$ cat src/rtl/if_fetch_stage.sv
// IF stage: PC register, IF/ID register and variable-latency imem requester.
// Optional IF_STALL_CNT_EN adds a saturating stall-bubble counter port.
module if_fetch_stage #(
    parameter logic [31:0] RESET_PC = 32'h0000_0000
) (
    input  logic        clk_i,
    input  logic        rst_i,
    input  logic        pc_write_i,
    input  logic        if_id_write_i,
    input  logic        flush_i,
    input  logic [31:0] branch_target_i,
    output logic        imem_req_o,
    output logic [31:0] imem_addr_o,
    input  logic        imem_ack_i,
    input  logic [31:0] imem_data_i,
    output logic [31:0] inst_o,
    output logic [31:0] pc_plus4_o,
    output logic        valid_o,
    output logic [4:0]  rs_o,
    output logic [4:0]  rt_o
`ifdef IF_STALL_CNT_EN
    ,
    output logic [15:0] stall_cnt_o
`endif
);

    typedef enum logic [1:0] {
        IDLE,
        FETCH,
        HOLD,
        DROP
    } state_t;

    typedef struct packed {
        logic [31:0] inst;
        logic [31:0] pc_plus4;
        logic        valid;
    } if_id_t;

    localparam logic [31:0] RST_PC = RESET_PC & ~32'h3;

    state_t      state_q, state_d;
    logic [31:0] pc_q, pc_d;
    logic [31:0] addr_q, addr_d;
    logic [31:0] hold_q, hold_d;
    if_id_t      if_id_q, if_id_d;
    if_id_t      bubble;
    logic        adv;
    logic        redirect;
    logic        stall_bubble;
    logic [31:0] target;
    logic [31:0] seq;

    assign adv      = pc_write_i & if_id_write_i;
    assign redirect = flush_i & adv;
    assign target   = branch_target_i & ~32'h3;
    assign seq      = addr_q + 32'd4;
    assign bubble   = '{inst: 32'd0, pc_plus4: if_id_q.pc_plus4, valid: 1'b0};

    always_comb begin
        state_d      = state_q;
        pc_d         = pc_q;
        addr_d       = addr_q;
        hold_d       = hold_q;
        if_id_d      = if_id_q;
        stall_bubble = 1'b0;
        unique case (state_q)
            IDLE: begin
                state_d = FETCH;
                addr_d  = pc_q;
            end
            FETCH: begin
                if (redirect) begin
                    if_id_d = bubble;
                    pc_d    = target;
                    // an outstanding request is never withdrawn
                    if (imem_ack_i) addr_d = target;
                    else state_d = DROP;
                end else if (imem_ack_i) begin
                    if (adv) begin
                        if_id_d = '{inst: imem_data_i, pc_plus4: seq, valid: 1'b1};
                        pc_d    = seq;
                        addr_d  = seq;
                    end else begin
                        hold_d  = imem_data_i;
                        state_d = HOLD;
                    end
                end else if (adv) begin
                    if_id_d      = bubble;
                    stall_bubble = 1'b1;
                end
            end
            HOLD: begin
                if (redirect) begin
                    if_id_d = bubble;
                    pc_d    = target;
                    addr_d  = target;
                    state_d = FETCH;
                end else if (adv) begin
                    if_id_d = '{inst: hold_q, pc_plus4: seq, valid: 1'b1};
                    pc_d    = seq;
                    addr_d  = seq;
                    state_d = FETCH;
                end
            end
            DROP: begin
                if (adv) begin
                    if_id_d      = bubble;
                    stall_bubble = ~flush_i;
                end
                if (redirect) pc_d = target;
                if (imem_ack_i) begin
                    addr_d  = pc_d;
                    state_d = FETCH;
                end
            end
            default: state_d = IDLE;
        endcase
    end

    always_ff @(posedge clk_i) begin
        if (rst_i) begin
            state_q <= IDLE;
            pc_q    <= RST_PC;
            addr_q  <= RST_PC;
            hold_q  <= 32'd0;
            if_id_q <= '0;
        end else begin
            state_q <= state_d;
            pc_q    <= pc_d;
            addr_q  <= addr_d;
            hold_q  <= hold_d;
            if_id_q <= if_id_d;
        end
    end

`ifdef IF_STALL_CNT_EN
    logic [15:0] stall_cnt_q;

    always_ff @(posedge clk_i) begin
        if (rst_i) stall_cnt_q <= 16'd0;
        else if (stall_bubble && stall_cnt_q != 16'hFFFF)
            stall_cnt_q <= stall_cnt_q + 16'd1;
    end

    assign stall_cnt_o = stall_cnt_q;
`else
    logic unused_stall;
    assign unused_stall = stall_bubble;
`endif

    assign imem_req_o  = (state_q == FETCH) || (state_q == DROP);
    assign imem_addr_o = addr_q;
    assign inst_o      = if_id_q.inst;
    assign pc_plus4_o  = if_id_q.pc_plus4;
    assign valid_o     = if_id_q.valid;
    assign rs_o        = if_id_q.inst[25:21];
    assign rt_o        = if_id_q.inst[20:16];

endmodule

$ cat config.mk
export PLATFORM = sky130hd
export DESIGN_NAME = if_fetch_stage
export DESIGN_NICKNAME = d
export VERILOG_FILES = /design/src/rtl/if_fetch_stage.sv
export SDC_FILE = /design/constraint.sdc
export NUM_CORES = 1
export LEC_CHECK = 0
export BUFFER_PORTS_ARGS = -buffer_cell sky130_fd_sc_hd__buf_2
export CAP_MARGIN = 20
export CORE_ASPECT_RATIO = 0.9
export CORE_MARGIN = 8
export CORE_UTILIZATION = 47
export DETAILED_ROUTE_END_ITERATION = 7
export PLACE_DENSITY = 0.73
export SLEW_MARGIN = 15
export SYNTH_ARGS = -nofsm -noshare
export SYNTH_HDL_FRONTEND = slang
export SYNTH_SLANG_ARGS = --single-unit
$ cat constraint.sdc
create_clock -name clk_i -period 2.4 [get_ports clk_i]
set_input_delay 0.48 -clock clk_i [delete_from_list [all_inputs] [get_ports clk_i]]
set_output_delay 0.48 -clock clk_i [all_outputs]
set_load 0.1 [all_outputs]
==> impl_results.md, run 1 <==
- Run status: completed
- Comb pwr share: 49.7%
- Post-synthesis sequential area ratio: 38.2%
- Pre-Repair DR Iteration Count: 6
- CTS tree: done
- Final std cells w/o fill: 1464
- WS Path Type: reg2out
- Worst EP required: 1.92 ns
- Worst Skew: 0.0116 ns
- Share of cells above drive strength 1: 26.6%
- Hold path start: imem_data_i[14]
- Post-Route WL: 29.4 mm
- Worst skew pair latency: 0.42 ns
- Switch share: 50.2%
- Vert. Die Dim: 144 µm
- Hold_ws: 0.301 ns
- Ports: 178
- Die area: 22800 µm²
- Largest net degree at the start of global routing: 74
- Mapped Nets: 1137
- DR WL/cell: 20.1 µm
- Worst Reg-to-Reg Cells: 5
- Final Cycle Share: 95.3%
- Number of inserted diodes: 0
- First-pass GRT wire length: 44.8 mm
- Mapped Area: 8550 µm²
- Clock-pin slew on the worst setup and hold paths: 0.07 ns
- Worst path slowest cell: dfxtp_1
- Fin. Hold Viols: 0
- GRT Util Overall: 24.8%
- Global-route track usage on met3: 6.21%
- Max_cap viols: 0
- Cell-internal power: 0.00631 W
- Pre-CTS setup slack: -0.0193 ns
- TritonCTS Buffers: 17
- Crit-path cells: ha_1 -> inv_1 -> nand2_1 -> buf_12
- Area grow syn2layout: 22.2%
- Relative slew slack: 47.6%
- Fill cell count: 1676
- Clock share of power: 21.1%
- Switch Pwr: 0.00637 W
- Vias: 9047
- Hpwl dp: 20.5 mm
- Worst R2R End: imem_addr_o[31]$_SDFFE_PP0P_
- Vias in the first global route: 8032
- Floorplan core area: 17700 µm²
- Worst setup margin: 0.114 ns
- Setup-failing EPs final: 0
- Fmax: 437 MHz
- Max clock buf depth: 2
- Worst setup EP type: output port
- Synth Flop Type: dfxtp_1
- Min-Delay Path Depth: 3
- Max Slew Vio Count: 0
- Syn_area_per_cell: 8.05 µm²
- Power Dens Cells: 1220 nW/µm²
- Sink Count: 163
- Worst path max stage delay: 0.41 ns
- Crit path DAT: 1.81 ns
- Mapped Cells: 1061
- Met1 Use GR: 34.9%
- Root buf cell: clkbuf_16
- Die width: 158 µm
- Leakage: 4.18 nW
- WHS Endpoint: hold_q[14]$_SDFFE_PP0P_
- Placed Cells: 1431
- Fraction of registers with async set/reset: 0%
- Slew @ Worst Pin: 0.786 ns
- Worst min-delay path class: in2reg
- Crit-path max FO: 7
- FF+latch count, synth: 163
- H-tree depth: 4
- Gr ovfl total: 0
- Row count: 46
- Max VDD drop: 0.566 mV
- Netlist cell types: 71
- Overall Power: 0.0127 W
- RSZ-0062 raised after global routing: false
- Post-route core utilization: 58.9%
- Global placer's final weighted congestion: 0.925
- Number of port buffers: 175
- Met2 Use GR: 36.0%
- Startpoint Class: register
- Initial core utilization: 48.2%
- Critical register-to-register path startpoint: imem_addr_o[13]$_SDFFE_PP0P_
- # nets final: 1287
- Vias/cell: 6.18
- Post-synth EDFFs: 0
- CTS Hold Bufs: 0
- Flop pwr share: 29.2%
- GRT busiest layer: met2
- Antenna violations before repair: 0
- Post-layout min period: 2.29 ns
- Reg2reg setup slack: 0.15 ns
- Remaining DRCs: 0
- Yosys warns: 0
- Post-route ant nets: 0
- Initial drt markers: 1067
[registers in the layout, indices dropped and copies added, names as in the netlist]
register,count
state_q,2
pc_plus4_o,32
imem_addr_o,32
hold_q,32
inst_o,32
valid_o,1
pc_q,32
[layout make-up]
class,instances,area (µm²),share of cell area (%)
Multi-Input combinational cell,776,4790,45.9
Sequential cell,163,3300,31.6
Timing Repair Buffer,238,1420,13.6
Clock buffer,22,474,4.54
Tap cell,240,300,2.88
Clock inverter,10,100,0.959
Inverter,15,56.3,0.539
[metal layers]
layer	wire length, µm	vias up
li1	-	4233
met2	12700	542
met3	3340	53
met5	0	-
met4	552	0
met1	12900	4219
[synthesized netlist by cell type (11+ instances only)]
cell / count / area [µm²]
clkbuf_1: 77 / 289
o2bb2ai_1: 17 / 149
dfxtp_1: 163 / 3260
o31a_1: 11 / 96.3
a21oi_1: 79 / 395
buf_2: 14 / 70.1
a31oi_1: 25 / 156
nand4_1: 11 / 68.8
o22ai_1: 11 / 68.8
mux2i_1: 14 / 140
o21ai_0: 63 / 315
a22oi_1: 41 / 308
nand2_1: 141 / 529
a221oi_1: 20 / 175
nand3_1: 30 / 150
buf_4: 11 / 82.6
o31ai_1: 11 / 82.6
xnor2_1: 15 / 131
nor2_1: 86 / 323
inv_1: 14 / 52.6
a22o_1: 41 / 359
[per-stage QoR]
step / setup TNS [ns] / cell area (µm²)
global route: 0 / 10400
floorplan: -0.0284 / 8580
detailed placement: -0.0193 / 9830
CTS: 0 / 10400
global placement: 0 / 9830
finish: 0 / 10400
[repair_timing]
item	in CTS	in global routing
pin swaps	0	2
hold endpoints to repair	0	0
resized for setup	1	9
buffers inserted	0	1
setup endpoints to repair	1	27
[worst max path at each step]
stage	from	endpoint	slack (ns)	depth (start not counted)
CTS	state_q[1]$_SDFFE_PP0P_	pc_q[29]$_SDFFE_PP0P_	0.07	8
global route	state_q[1]$_SDFFE_PP0P_	imem_req_o	0.0001	4
finish	state_q[1]$_SDFFE_PP0P_	imem_req_o	0.11	4
floorplan	imem_addr_o[26]$_SDFFE_PP0P_	imem_addr_o[31]$_SDFFE_PP0P_	-0.03	7
global placement	state_q[1]$_SDFFE_PP0P_	imem_addr_o[30]$_SDFFE_PP0P_	0.14	7
detailed placement	state_q[1]$_SDFFE_PP0P_	imem_addr_o[30]$_SDFFE_PP0P_	-0.02	7
[cell usage in the layout (no fill, tap or decap), drive strengths merged, types with 12 or more instances in the layout]
cell type  netlist  layout
buf             30     238
dfxtp          163     163
nand2          143     143
nor2            86      86
a21oi           79      79
o21ai           64      64
a22o            41      41
a22oi           41      41
nand3           30      30
a31oi           25      25
clkbuf          77      22
a221oi          20      20
o2bb2ai         17      17
inv             14      16
xnor2           15      15
mux2i           14      14
nand4           12      12
[power groups by stage]
stage	registers, W	logic [W]	clock network, W
detailed placement	0.00373	0.00619	0
global route	0.00376	0.00663	0.00284
CTS	0.00367	0.00620	0.00271
global placement	0.00372	0.00613	0
finish	0.00371	0.00630	0.00268
floorplan	0.00558	0.00275	0
[critical path, delay by kind of cell (launching register included)]
| kind | cells | cell delay [ns] |
|---|---|---|
| fa+ha+maj | 1 | 0.35 |
| flops | 1 | 0.41 |
| simple gates | 1 | 0.20 |
| buf+inv | 2 | 0.43 |
[logic make-up (layout without fill, tap and decap cells)]
family	after synthesis	after routing	share of synthesized area (%)
fa+ha+maj	6	6	0.878
buf+inv	122	285	6.22
xor+xnor	19	19	1.95
flops	163	163	38.2
compound gates	389	389	31.8
mux	19	19	2.30
simple gates	343	343	18.7
(Power assumes the default switching activity.)
==> inputs of run 2 (changes only) <==
==> constraint.sdc (replaced) <==
create_clock -name clk_i -period 2.4 [get_ports clk_i]
set_input_delay 0.24 -clock clk_i [delete_from_list [all_inputs] [get_ports clk_i]]
set_output_delay 0.24 -clock clk_i [all_outputs]
set_load 0.1 [all_outputs]
==> run 2 against run 1 <==
Compared with the run above: worst hold slack got worse by 0.24 ns; clock skew down 0.0019 ns; die area stayed put; first-iteration DRC count is 11% higher; clock-buffer cell count is the same; largest power group unchanged; critical path depth grew 1; global-route usage is 0.36 points higher; combinational power shrank 1%; highest routed layer unchanged; final area is 0.80% lower.
==> impl_results.md, run 2 (synthesis gave the netlist of run 1 again) <==
- Vert. Die Dim: 144 µm (unchanged)
- GRT Util Overall: 25.2% (was 24.8%)
- Fmax: 447 MHz (was 437 MHz)
- Fill cell count: 1637 (was 1676)
- Final std cells w/o fill: 1456 (was 1464)
- Hold path start: imem_data_i[31] (was imem_data_i[14])
- Share of cells above drive strength 1: 26.0% (was 26.6%)
- Remaining DRCs: 0 (unchanged)
- Row count: 46 (unchanged)
- Relative slew slack: 46.8% (was 47.6%)
- Max VDD drop: 0.535 mV (was 0.566 mV)
- Max Slew Vio Count: 0 (unchanged)
- Worst setup EP type: register (was output port)
- Worst skew pair latency: 0.42 ns (about the same)
- Number of inserted diodes: 0 (unchanged)
- Flop pwr share: 29.4% (was 29.2%)
- Min-Delay Path Depth: 3 (unchanged)
- Area grow syn2layout: 21.2% (was 22.2%)
- Worst min-delay path class: in2reg (unchanged)
- Worst Skew: 0.00970 ns (was 0.0116 ns)
- Design Area, Final: 10400 µm² (about the same)
- TritonCTS Buffers: 17 (unchanged)
- Max_cap viols: 0 (unchanged)
- Initial core utilization: 48.2% (unchanged)
- Max clock buf depth: 2 (unchanged)
- DR WL/cell: 20.1 µm (about the same)
- Post-layout min period: 2.24 ns (was 2.29 ns)
- Die width: 158 µm (unchanged)
- Clock share of power: 21.0% (was 21.1%)
- CTS Hold Bufs: 0 (unchanged)
- Post-Route WL: 29.3 mm (was 29.4 mm)
- Critical register-to-register path startpoint: imem_addr_o[11]$_SDFFE_PP0P_ (was imem_addr_o[13]$_SDFFE_PP0P_)
- Cell-internal power: 0.00624 W (was 0.00631 W)
- Comb pwr share: 49.5% (was 49.7%)
- Hold_ws: 0.0663 ns (was 0.301 ns)
- Largest net degree at the start of global routing: 72 (was 74)
- Power Dens Cells: 1220 nW/µm² (about the same)
- Placed Cells: 1424 (was 1431)
- Global placer's final weighted congestion: 0.942 (was 0.925)
- Number of port buffers: 175 (unchanged)
- Root buf cell: clkbuf_16 (unchanged)
- Leakage: 4.13 nW (was 4.18 nW)
- # nets final: 1279 (was 1287)
- Clock-pin slew on the worst setup and hold paths: 0.07 ns (about the same)
- Final Cycle Share: 93.3% (was 95.3%)
- WHS Endpoint: hold_q[31]$_SDFFE_PP0P_ (was hold_q[14]$_SDFFE_PP0P_)
- Switch Pwr: 0.00635 W (was 0.00637 W)
- Post-route ant nets: 0 (unchanged)
- Crit-path max FO: 9 (was 7)
- Worst R2R End: imem_addr_o[24]$_SDFFE_PP0P_ (was imem_addr_o[31]$_SDFFE_PP0P_)
- Slew @ Worst Pin: 0.795 ns (was 0.786 ns)
- Sink Count: 163 (unchanged)
- Run status: completed (unchanged)
- RSZ-0062 raised after global routing: false (unchanged)
- Pre-Repair DR Iteration Count: 6 (unchanged)
- Worst EP required: 2.71 ns (was 1.92 ns)
- Antenna violations before repair: 0 (unchanged)
- Worst Reg-to-Reg Cells: 5 (unchanged)
- Crit path DAT: 2.55 ns (was 1.81 ns)
- Startpoint Class: register (unchanged)
- First-pass GRT wire length: 45.4 mm (was 44.8 mm)
- Most frequent cells in the layout: buf_2, nand2_1, dfxtp_1, nor2_1, a21oi_1 (unchanged)
- Hpwl dp: 20.3 mm (was 20.5 mm)
- Gr ovfl total: 0 (unchanged)
- Switch share: 50.4% (was 50.2%)
- Die area: 22800 µm² (unchanged)
- Ports: 178 (unchanged)
- Fin. Hold Viols: 0 (unchanged)
- Reg2reg setup slack: 0.16 ns (was 0.15 ns)
- WS Path Type: reg2reg (was reg2out)
- Vias: 9018 (was 9047)
- H-tree depth: 4 (unchanged)
- Vias in the first global route: 8300 (was 8032)
- Most common cell after layout, fill and taps aside: buf_2 (unchanged)
- Setup-failing EPs final: 0 (unchanged)
- Initial drt markers: 1180 (was 1067)
- CTS tree: done (unchanged)
- Overall Power: 0.0126 W (was 0.0127 W)
- Placement Cell Area: 9760 µm² (was 9830 µm²)
- Vias/cell: 6.19 (was 6.18)
- Floorplan core area: 17700 µm² (unchanged)
## run 2: area by class of cell
| type | instances | area [µm²] | area share (%) |
|---|---|---|---|
| clock buffer | 22 | 464 | 4.48 |
| timing repair buffer | 230 | 1340 | 13.0 |
| clock inverter | 10 | 103 | 0.991 |
| multi-input combinational | 776 | 4790 | 46.2 |
| inverter | 15 | 56.3 | 0.544 |
| tap | 240 | 300 | 2.90 |
| sequential | 163 | 3300 | 31.9 |
## run 2: metrics by stage
step,util [%],setup slack (ns),TNS (ns)
2_1_floorplan,-,-0.0284,-0.0284
3_3_place_gp,55.1,0.139,0
3_5_place_dp,55.1,0.114,0
4_1_cts,58.3,0.0936,0
5_1_grt,58.4,0.0601,0
6_report,58.4,0.162,0
## run 2: worst max path at each step
stage | from | to | slack [ns] | cells after the start
after floorplan | imem_addr_o[26]$_SDFFE_PP0P_ | imem_addr_o[31]$_SDFFE_PP0P_ | -0.03 | 7
after global placement | state_q[1]$_SDFFE_PP0P_ | pc_q[2]$_SDFFE_PP0P_ | 0.14 | 6
after detailed placement | state_q[1]$_SDFFE_PP0P_ | pc_q[29]$_SDFFE_PP0P_ | 0.11 | 6
after CTS | state_q[1]$_SDFFE_PP0P_ | imem_addr_o[25]$_SDFFE_PP0P_ | 0.09 | 6
after global routing | imem_addr_o[11]$_SDFFE_PP0P_ | imem_addr_o[24]$_SDFFE_PP0P_ | 0.06 | 5
final | imem_addr_o[11]$_SDFFE_PP0P_ | imem_addr_o[24]$_SDFFE_PP0P_ | 0.16 | 5
## run 2: layer usage
layer,part of all wire (%),track usage [%],vias to the layer above,wire [µm]
met2,44,37.0,488,12900
met3,11,6.36,55,3140
met4,2.1,7.39,0,609
met1,43,35.4,4266,12700
met5,0,0,-,0
li1,-,-,4209,-
## run 2: what timing repair did
item / CTS / global route
endpoints found under the setup margin: 0 / 25
endpoints found under the hold margin: 0 / 0
gates resized for setup: 0 / 8
buffers inserted: 0 / 0
## run 2: power by group through the flow
stage                     logic (W)  clock network [W]  registers (W)
after floorplan             0.00275                  0        0.00558
after global placement      0.00608                  0        0.00371
after detailed placement    0.00614                  0        0.00373
after CTS                   0.00616            0.00268        0.00367
after global routing        0.00657            0.00283        0.00375
final                       0.00624            0.00265        0.00370
## run 2: worst max-delay path: stages (launching register included)
cell and delay (ns):
dfxtp_2 0.41, and4_1 0.38, nand2_2 0.20, or4_1 0.68, o31a_1 0.32, o32ai_1 0.14
